===== src/rtl/msb_rd_sequencer.sv =====
// msb_rd_sequencer: expands burst requests into one (stream, line, offset) read address per 16B beat.
// Ports: clk/reset (sync, active-high); i_v/i_r handshake a burst request carrying
// i_st (stream), i_cl (start line), i_of (start beat offset), i_len (beats minus one);
// o_v/o_r handshake each beat address o_st/o_cl/o_of, tagged with o_first/o_last.
module msb_rd_sequencer #(
  parameter int STREAMS = 16,
  parameter int LINES   = 16,
  parameter int WAYS    = 8,
  parameter int LEN_W   = 4,
  parameter int ST_W    = $clog2(STREAMS),
  parameter int CL_W    = $clog2(LINES),
  parameter int OF_W    = $clog2(WAYS)
) (
  input  logic            clk,
  input  logic            reset,
  input  logic            i_v,
  output logic            i_r,
  input  logic [ST_W-1:0] i_st,
  input  logic [CL_W-1:0] i_cl,
  input  logic [OF_W-1:0] i_of,
  input  logic [LEN_W-1:0] i_len,
  output logic            o_v,
  input  logic            o_r,
  output logic [ST_W-1:0] o_st,
  output logic [CL_W-1:0] o_cl,
  output logic [OF_W-1:0] o_of,
  output logic            o_first,
  output logic            o_last
);
  typedef enum logic {IDLE, BURST} state_t;
  state_t r_state, w_state;
  logic [ST_W-1:0]  r_st, w_st;
  logic [CL_W-1:0]  r_cl, w_cl;
  logic [OF_W-1:0]  r_of, w_of;
  logic [LEN_W-1:0] r_rem, w_rem;
  logic r_first, w_first, r_last, w_last;
  logic w_beat, w_req, w_wrap;
  assign o_v     = r_state == BURST;
  assign o_st    = r_st;
  assign o_cl    = r_cl;
  assign o_of    = r_of;
  assign o_first = r_first;
  assign o_last  = r_last;
  assign w_beat  = o_v & o_r;
  // ready again during the final beat so the next burst follows with no bubble
  assign i_r     = (r_state == IDLE) | (w_beat & r_last);
  assign w_req   = i_v & i_r;
  assign w_wrap  = r_of == OF_W'(WAYS - 1);
  always_comb begin
    w_state = r_state;
    w_st    = r_st;
    w_cl    = r_cl;
    w_of    = r_of;
    w_rem   = r_rem;
    w_first = r_first;
    w_last  = r_last;
    if (w_req) begin
      w_state = BURST;
      w_st    = i_st;
      w_cl    = i_cl;
      w_of    = i_of;
      w_rem   = i_len;
      w_first = 1'b1;
      w_last  = i_len == '0;
    end else if (w_beat && r_last) begin
      w_state = IDLE;
      w_first = 1'b0;
      w_last  = 1'b0;
    end else if (w_beat) begin
      w_first = 1'b0;
      w_rem   = r_rem - LEN_W'(1);
      w_last  = r_rem == LEN_W'(1);
      // line and offset widths are powers of two, so both wrap for free
      w_of    = w_wrap ? '0 : r_of + OF_W'(1);
      w_cl    = r_cl + CL_W'(w_wrap);
    end
  end
  always_ff @(posedge clk) begin
    if (reset) begin
      r_state <= IDLE;
      r_st    <= '0;
      r_cl    <= '0;
      r_of    <= '0;
      r_rem   <= '0;
      r_first <= 1'b0;
      r_last  <= 1'b0;
    end else begin
      r_state <= w_state;
      r_st    <= w_st;
      r_cl    <= w_cl;
      r_of    <= w_of;
      r_rem   <= w_rem;
      r_first <= w_first;
      r_last  <= w_last;
    end
  end
  a_stable: assert property (@(posedge clk) disable iff (reset)
    (o_v && !o_r) |=> (o_v && $stable({o_st, o_cl, o_of, o_first, o_last})));
endmodule

===== config.mk =====
export PLATFORM = sky130hd
export DESIGN_NAME = msb_rd_sequencer
export DESIGN_NICKNAME = d
export VERILOG_FILES = /design/src/rtl/msb_rd_sequencer.sv
export SDC_FILE = /design/constraint.sdc
export NUM_CORES = 1
export LEC_CHECK = 0
export ABC_AREA = 0
export ABC_CLOCK_PERIOD_IN_PS = 1460
export BUFFER_PORTS_ARGS = -buffer_cell sky130_fd_sc_hd__buf_2
export CORE_ASPECT_RATIO = 1.4
export CORE_MARGIN = 4
export CORE_UTILIZATION = 43
export DETAILED_ROUTE_END_ITERATION = 8
export PLACE_DENSITY_LB_ADDON = 0.08
export REMOVE_ABC_BUFFERS = 1
export SYNTH_ARGS = -nofsm -noshare
export SYNTH_HDL_FRONTEND = slang
export SYNTH_SLANG_ARGS = --single-unit

===== constraint.sdc =====
create_clock -name clk -period 1.46 [get_ports clk]
set_input_delay 0.146 -clock clk [delete_from_list [all_inputs] [get_ports clk]]
set_output_delay 0.146 -clock clk [all_outputs]
set_load 0.05 [all_outputs]

==> results of run 1 <==
## path summary, 6_finish.rpt
check	depth (start not counted)	start	slack (ps)	end
hold / removal	3	i_st[3]	90	o_st[3]$_SDFFE_PP0P_
setup reg to reg	5	o_of[0]$_SDFFE_PP0P_	20	o_of[0]$_SDFFE_PP0P_
hold reg to reg	2	o_st[3]$_SDFFE_PP0P_	460	o_st[3]$_SDFFE_PP0P_
setup / recovery	5	o_of[0]$_SDFFE_PP0P_	20	o_of[0]$_SDFFE_PP0P_
## sequential cells by signal, summed over array words and instances (netlist names)
name / flops
r_rem: 4
o_last: 1
o_first: 1
o_of: 3
o_st: 4
o_v: 1
o_cl: 4
## layout make-up
type,instances,area (um^2),area share
Inverter,7,26.3,0.0193
Tap cell,21,26.3,0.0193
Multi-Input combinational cell,83,623,0.457
Clock buffer,4,36.3,0.0266
Timing Repair Buffer,48,284,0.208
Sequential cell,18,368,0.270
## synth_stat cells, types with 3 or more instances
library cell / instances / area share
ha_1: 6 / 0.079
nand3_1: 5 / 0.026
inv_1: 7 / 0.028
nand2_1: 20 / 0.079
a21oi_1: 13 / 0.069
buf_2: 3 / 0.016
a311oi_1: 4 / 0.037
o21ai_0: 4 / 0.021
dfxtp_1: 18 / 0.38
nor2_1: 8 / 0.032
## power groups by stage
| stage | logic, mW | registers (mW) | clock network, mW |
|---|---|---|---|
| after floorplan | 0.166 | 0.691 | 0 |
| after global placement | 0.416 | 0.581 | 0 |
| after detailed placement | 0.423 | 0.583 | 0 |
| after CTS | 0.450 | 0.579 | 0.308 |
| after global routing | 0.515 | 0.592 | 0.332 |
| final | 0.474 | 0.583 | 0.294 |
## layer usage
| layer | track usage | share of wire |
|---|---|---|
| met1 | 0.216 | 0.43 |
| met3 | 0.0171 | 0.046 |
| met4 | 0.0505 | 0.0067 |
| met5 | 0 | 0 |
| met2 | 0.282 | 0.51 |
## what timing repair did
item                                    in CTS  in global routing
buffers inserted                             2                  1
gates resized for setup                     15                 13
endpoints found under the hold margin        0                  0
endpoints found under the setup margin       6                 10
hold buffers                                 0                  0
cloned                                       0                  0
pin swaps                                    4                  4
## per-stage QoR
step / utilization / power (mW) / setup TNS, ps
finish: 0.675 / 1.35 / 0
global route: 0.675 / 1.44 / -102
CTS: 0.639 / 1.34 / -12.3
detailed placement: 0.583 / 1.01 / -298
global placement: 0.583 / 0.997 / -90.2
floorplan: - / 0.858 / -7890
## worst max-delay path: cells and delay by family, from the launching register on
family                   cells  cell delay (ps)
adder cells (fa/ha/maj)      2              320
buffers and inverters        1              110
AO/OA/AOI/OAI                1              220
flip-flops                   1              350
AND/OR/NAND/NOR              1              360
## logic make-up (layout without fill, tap and decap cells)
| family | after synthesis | in the layout | share of synthesized area |
|---|---|---|---|
| AO/OA/AOI/OAI | 34 | 34 | 0.251 |
| adder cells (fa/ha/maj) | 6 | 6 | 0.0794 |
| buffers and inverters | 15 | 59 | 0.0794 |
| flip-flops | 18 | 18 | 0.381 |
| AND/OR/NAND/NOR | 43 | 43 | 0.209 |
==> reports/metrics.cfg, run 1 <==
[status]
status = complete, no violations

[cells_and_area]
fillerInstances = 189
layout_common_cells = buf_2 (32), nand2_1 (19), buf_4 (15)
areaGrowthSynthToFinish_pct = 44.2
drive_above_1_share = 0.456
final_cell_area_um2 = 1360
final_cell_count_no_fill = 181
layout.nets = 186
num_antenna_cells = 0
layout_commonest_cell = buf_2

[pwr]
powerDensity_nw_per_um2 = 990
power_leakage_nw = 0.601
ir_worst_vdd_mv = 0.893
p_int_mw = 0.876
power.switching_mw = 0.474
swShare = 0.351
power_frac_clock = 0.218
comb_power_share = 0.351
p_seq_frac = 0.431

[floorplanning]
fp-row-count = 19
die_w_um = 47.6
start_util = 0.468
design.core.area_um2 = 2020
ios = 34
fp.dieH_um = 63.5
die_area_um2 = 3020

[placement]
dp_hpwl_mm = 1.82
dpl_cell_area_um2 = 1180
gp_congestion = 0.855
io_buffer_count = 33
place_inst = 174
dp_slack_ps = -116

[yosys]
ys_types = 31
synth-edff-count = 0
ys.flop_type = dfxtp_1
ys_seq_area_frac = 0.381
yosys_warnings = 0
netlist_area_um2 = 946
syn-mean-instance-area_um2 = 8.15
synth-seq-cells = 18
syn-instance-count = 116
ys_async_sr_fraction = 0

[routing]
drc = 0
antenna_left = 0
wl_per_cell_um = 13.2
firstDrtPassIters = 4
num_vias = 975
dr.first_iter.drc_count = 18
drt-vias-per-instance = 5.39
drt-total-wl_mm = 2.39

[grt]
grt_max_degree = 13
grt_pass1_wl_mm = 3.90
antenna_found_initial = 0
grt_pass1_vias = 918
grt_overflow = 0
grt.total_usage = 0.168

[setup_path]
critical_path.most_common_cell = ha_4
required_ps = 1660
cp-start-kind = register
cp_slowest_stage_delay_ps = 360
crit_slowest_cell = or3_4
crit_chain = ha_4 > ha_4 > buf_6 > or3_4 > a311oi_2
arrival_ps = 1640
worstPathMaxFanout = 2
endpoint_kind = register
critical_path_class = register to register

[sta]
fin_ws_ps = 15.5
fin_worst_skew_ps = 0.915
setup_violations = 0
finalMaxSlewViolations = 0
hold_violations = 0
grt_setup_unrepaired = yes
min_period_ps = 1440
period_share = 0.989
worst_pin_slew_ps = 428
maxSlewHeadroom = 0.715
max_freq_mhz = 692
hold_ws_ps = 92.2

[hold_path]
min-delay-path-class = input port to register

[clocking]
clock-sinks = 18
cts_tree = done
cts-root-buf = clkbuf_4
clockBufferDepth = 2
clk_latency_ps = 280
htree_num_levels = 1
cts_buffers = 3
path_clk_slew_ps = 100

[flow_run]
cap_viol_max_count = 0

No activity file was read; power rests on OpenSTA's default activity.
==> run 2, diff against run 1 <==
--- a/config.mk
+++ b/config.mk
@@ -13,7 +13,6 @@
 export CORE_UTILIZATION = 43
 export DETAILED_ROUTE_END_ITERATION = 8
 export PLACE_DENSITY_LB_ADDON = 0.08
-export REMOVE_ABC_BUFFERS = 1
 export SYNTH_ARGS = -nofsm -noshare
 export SYNTH_HDL_FRONTEND = slang
 export SYNTH_SLANG_ARGS = --single-unit
==> reports/metrics.cfg, run 2 (synthesis results as in run 1) <==
[setup_path]
cp-start-kind = register
worstPathMaxFanout = 2  ; unchanged
critPathLaunch = o_of[0]$_SDFFE_PP0P_
cp_slowest_stage_delay_ps = 350  ; about the same
cp_top_family = flip-flops
crit_slowest_cell = dfxtp_2
required_ps = 1670  ; about the same
critical_path.most_common_cell = ha_4
timing.rr.start = o_of[0]$_SDFFE_PP0P_
arrival_ps = 1660  ; +20 ps
crit_buf_inv = 1  ; unchanged
endpoint_kind = register
critical_path_class = register to register
crit_chain = ha_4 > ha_4 > buf_6 > or3_4 > a311oi_2

[sta]
period_share = 0.996  ; +0.00663
setup_violations = 0  ; unchanged
worst_pin_slew_ps = 414  ; -14.4 ps
finalMaxSlewViolations = 0  ; unchanged
grt_setup_unrepaired = yes
min_period_ps = 1450  ; +9.69 ps
hold_violations = 0  ; unchanged
fin_worst_skew_ps = 2.32  ; +1.41 ps
maxSlewHeadroom = 0.724  ; +0.00961
hold_ws_ps = 78.0  ; -14.3 ps
max_freq_mhz = 688  ; -0.67%
tns_ps = 0  ; unchanged

[hold_path]
hp-start = i_st[3]
min-delay-path-class = input port to register

[clocking]
clock-sinks = 18  ; unchanged
cts_buffers = 3  ; unchanged
cts_tree = done
path_clk_slew_ps = 100  ; about the same
cts-root-buf = clkbuf_4
clockBufferDepth = 2  ; unchanged
htree_num_levels = 1  ; unchanged
cts_hold_buf = 0  ; unchanged
clk_latency_ps = 290  ; about the same

[routing]
drc = 0  ; unchanged
drt-total-wl_mm = 2.37  ; -0.88%
num_vias = 973  ; -0.21%
firstDrtPassIters = 4  ; unchanged
wl_per_cell_um = 13.4  ; +1.4%
antenna_left = 0  ; unchanged
drt-vias-per-instance = 5.50  ; +2.1%
dr.first_iter.drc_count = 20  ; +2

[floorplanning]
fp-row-count = 19  ; unchanged
design.core.area_um2 = 2020  ; unchanged
fp.dieH_um = 63.5  ; unchanged
ios = 34  ; unchanged
die_area_um2 = 3020  ; unchanged
die_w_um = 47.6  ; unchanged
start_util = 0.468  ; unchanged

[grt]
grt_pass1_wl_mm = 3.76  ; -3.5%
antenna_found_initial = 0  ; unchanged
grt_max_degree = 19  ; +6
grt.total_usage = 0.162  ; -0.00598
grt_overflow = 0  ; unchanged
grt_pass1_vias = 897  ; -2.3%

[cells_and_area]
layout_commonest_cell = buf_2
num_antenna_cells = 0  ; unchanged
multiInputGateArea_um2 = 604  ; -3.0%
areaGrowthSynthToFinish_pct = 39.4
final_cell_area_um2 = 1320  ; -3.3%
layout_common_cells = buf_2 (32), nand2_1 (18), a21oi_1 (13), dfxtp_1 (13), buf_4 (10)
register_area_um2 = 372  ; +1.0%
drive_above_1_share = 0.436  ; -0.0204
fillerInstances = 176  ; -6.9%
layout.nets = 182  ; -2.2%

[pwr]
powerDensity_nw_per_um2 = 1020  ; +3.1%
ir_worst_vdd_mv = 0.769  ; -14%
power_leakage_nw = 0.580  ; -3.6%

[placement]
io_buffer_count = 33  ; unchanged
dpl_cell_area_um2 = 1170  ; -0.32%
gp_congestion = 0.831  ; -2.8%
dp_hpwl_mm = 1.72  ; -5.3%

[status]
status = complete, no violations

[yosys]
syn_nets = 141

[flow_run]
cap_viol_max_count = 0  ; unchanged

[run 2: what timing repair did]
item / 4_1_cts / 5_1_grt
setup buffers: 1 / 0
endpoints found under the setup margin: 3 / 9
cloned: 0 / 0
pin swaps: 4 / 6
gates resized for setup: 7 / 13
[run 2: tightest hold or removal path, delay by kind of cell]
family / cells / cell delay [ps]
and+or+nand+nor: 1 / 40
buffers and inverters: 1 / 90
AOI/OAI and AO/OA: 1 / 50
[run 2: routing by layer]
layer  GRT usage  share of wire  vias to the layer above  wire length [um]
met5           0              0                        -                 0
met4      0.0539          0.021                        0                49
met3      0.0199          0.069                        6               163
met2       0.277           0.50                       35              1190
met1       0.199           0.41                      434               967
li1            -              -                      498                 -
[run 2: layout make-up]
| cell class | instances | share of cell area |
|---|---|---|
| sequential | 18 | 0.282 |
| multi-input combinational | 83 | 0.458 |
| clock buffer | 4 | 0.0275 |
| timing repair buffer | 44 | 0.193 |
| tap | 21 | 0.0199 |
| inverter | 7 | 0.0199 |
[run 2: through the flow]
step / setup WS (ps) / utilization / power [mW] / instances
after global routing: -53.7 / 0.653 / 1.44 / 177
after CTS: -10.6 / 0.621 / 1.33 / 177
after global placement: -41.9 / 0.581 / 0.997 / 172
final: 5.86 / 0.653 / 1.35 / 177
after detailed placement: -126 / 0.581 / 1.00 / 172
after floorplan: -259 / - / 0.884 / 116
[run 2: worst paths after layout]
kind / to / slack (ps) / cells past startpoint
setup / recovery: o_of[0]$_SDFFE_PP0P_ / 6 / 5
hold / removal: o_st[3]$_SDFFE_PP0P_ / 80 / 3
setup reg to reg: o_of[0]$_SDFFE_PP0P_ / 6 / 5
hold reg to reg: o_st[0]$_SDFFE_PP0P_ / 460 / 2
[run 2: power breakdown]
group / internal, mW / total [mW] / switching, mW
Clock: 0.152 / 0.308 / 0.156
Sequential: 0.540 / 0.581 / 0.0416
Combinational: 0.174 / 0.458 / 0.284
Total: 0.866 / 1.35 / 0.481
==> run 3, diff against run 2 <==
--- a/config.mk
+++ b/config.mk
@@ -8,6 +8,7 @@
 export ABC_AREA = 0
 export ABC_CLOCK_PERIOD_IN_PS = 1460
 export BUFFER_PORTS_ARGS = -buffer_cell sky130_fd_sc_hd__buf_2
+export CAP_MARGIN = 20
 export CORE_ASPECT_RATIO = 1.4
 export CORE_MARGIN = 4
 export CORE_UTILIZATION = 43
==> constraint.sdc (replaced) <==
create_clock -name clk -period 1.46 [get_ports clk]
set_input_delay 0.292 -clock clk [delete_from_list [all_inputs] [get_ports clk]]
set_output_delay 0.292 -clock clk [all_outputs]
set_load 0.05 [all_outputs]
==> reports/metrics.cfg, run 3 (synthesis results as in run 1) <==
[status]
status = complete, no violations

[placement]
dp_hpwl_mm = 1.84  ; +7.0%
io_buffer_count = 33  ; unchanged
place_inst = 175  ; +1.7%
gp_congestion = 0.862  ; +3.8%
dpl_cell_area_um2 = 1200  ; +1.9%

[clocking]
htree_num_levels = 1  ; unchanged
path_clk_slew_ps = 90  ; about the same
clock-sinks = 18  ; unchanged
cts_buffers = 3  ; unchanged
clk_latency_ps = 280  ; about the same
cts-root-buf = clkbuf_4
cts_tree = done
clockBufferDepth = 2  ; unchanged
cts_hold_buf = 0  ; unchanged

[floorplanning]
fp.dieH_um = 63.5  ; unchanged
design.core.area_um2 = 2020  ; unchanged
fp-row-count = 19  ; unchanged
start_util = 0.468  ; unchanged
die_area_um2 = 3020  ; unchanged
ios = 34  ; unchanged
die_w_um = 47.6  ; unchanged

[cells_and_area]
areaGrowthSynthToFinish_pct = 42.1
final_cell_area_um2 = 1340  ; +1.9%
drive_above_1_share = 0.435  ; -0.00111
layout_commonest_cell = buf_2
num_antenna_cells = 0  ; unchanged
final_cell_count_no_fill = 182  ; +2.8%
layout.nets = 188  ; +3.3%
layout_common_cells = buf_2 (32), nand2_1 (19), buf_4 (15)

[setup_path]
arrival_ps = 1650  ; about the same
cp-start-kind = register
endpoint_kind = register
critical_path_class = register to register
regToRegSetupSlack_ps = 10  ; about the same
worstPathMaxFanout = 2  ; unchanged
required_ps = 1660  ; about the same

[grt]
antenna_found_initial = 0  ; unchanged
grt_pass1_wl_mm = 4.05  ; +7.7%
grt.total_usage = 0.177  ; +0.0142
grt_overflow = 0  ; unchanged
grt_max_degree = 19  ; unchanged
grt_pass1_vias = 985  ; +9.8%

[pwr]
powerDensity_nw_per_um2 = 961  ; -5.9%
total_power_mw = 1.29  ; -4.1%
power_leakage_nw = 0.601  ; +3.6%
ir_worst_vdd_mv = 0.648  ; -16%

[sta]
finalMaxSlewViolations = 0  ; unchanged
setup_violations = 0  ; unchanged
fin_worst_skew_ps = 1.64  ; -0.681 ps
max_freq_mhz = 690  ; +0.33%
worst_pin_slew_ps = 365  ; -49.0 ps
min_period_ps = 1450  ; -4.81 ps
maxSlewHeadroom = 0.757  ; +0.0327
hold_violations = 0  ; unchanged
grt_setup_unrepaired = yes
period_share = 0.993  ; -0.00330

[routing]
antenna_left = 0  ; unchanged
top_layer_used = met4
dr.first_iter.drc_count = 20  ; unchanged
routed-wl-met3_um = 116  ; -29%
firstDrtPassIters = 4  ; unchanged
drt-vias-per-instance = 5.30  ; -3.6%
dr_wl_met2_mm = 1.26  ; +5.3%
num_vias = 964  ; -0.92%
drt-total-wl_mm = 2.44  ; +2.9%
met1_length_mm = 1.03  ; +6.1%
wl_per_cell_um = 13.4  ; about the same
drc = 0  ; unchanged

[yosys]
syn_nets = 141  ; unchanged

[hold_path]
min-delay-path-class = input port to register

[flow_run]
cap_viol_max_count = 0  ; unchanged

==> run 3: changes by cell type in the layout (fill, tap and decap cells not counted) <==
| cell | change |
|---|---|
| buf_6 | +1 |
| clkbuf_8 | -1 |
| clkbuf_4 | -1 |
| buf_4 | +5 |
| o32ai_1 | +2 |
| buf_8 | +1 |
| o32ai_2 | -2 |
| nand2_2 | -1 |
| nand2_1 | +1 |
==> run 3: layout make-up <==
type                    instances  area, um^2
fillers                       190         677
multi-input cells              83         587
flip-flops and latches         18         372
repair buffers                 50         310
inverters                       7        26.3
well taps                      21        26.3
clock buffers                   3        22.5
==> run 3: final timing paths <==
check / from / end / cells past startpoint
setup / recovery: o_of[0]$_SDFFE_PP0P_ / o_of[0]$_SDFFE_PP0P_ / 5
hold / removal: i_st[2] / o_st[2]$_SDFFE_PP0P_ / 3
setup reg to reg: o_of[0]$_SDFFE_PP0P_ / o_of[0]$_SDFFE_PP0P_ / 5
hold reg to reg: o_st[2]$_SDFFE_PP0P_ / o_st[2]$_SDFFE_PP0P_ / 2
==> run 3: repair_timing <==
action	4_1_cts	5_1_grt
endpoints found under the hold margin	0	0
pin swaps	5	6
gates cloned	0	0
setup endpoints to repair	4	9
setup buffers	1	3
resized for setup	12	8
==> run 3: per-stage QoR <==
stage          utilization  hold slack, ps  worst slack [ps]  TNS (ps)
3_5_place_dp         0.593             451              -108      -250
4_1_cts              0.634             230             -34.6     -76.0
3_3_place_gp         0.593             440             -45.8      -113
5_1_grt              0.665             224             -43.7     -92.9
2_1_floorplan            -             428              -259     -1450
6_report             0.665             239              10.7         0
==> run 3: report_power, final <==
group | internal (mW) | switching (mW)
Clock | 0.0957 | 0.142
Combinational | 0.189 | 0.283
Sequential | 0.539 | 0.0424
==> run 3: layer usage <==
layer	GRT usage	vias to the layer above
li1	-	506
met1	0.216	430
met2	0.290	24
met3	0.0171	4
met4	0.0875	0
met5	0	-
==> run 3: critical path, cell delays in order (launching register included) <==
cell      delay, ps
dfxtp_2         350
ha_4            160
ha_4            160
buf_6           110
or3_4           360
a311oi_2        230
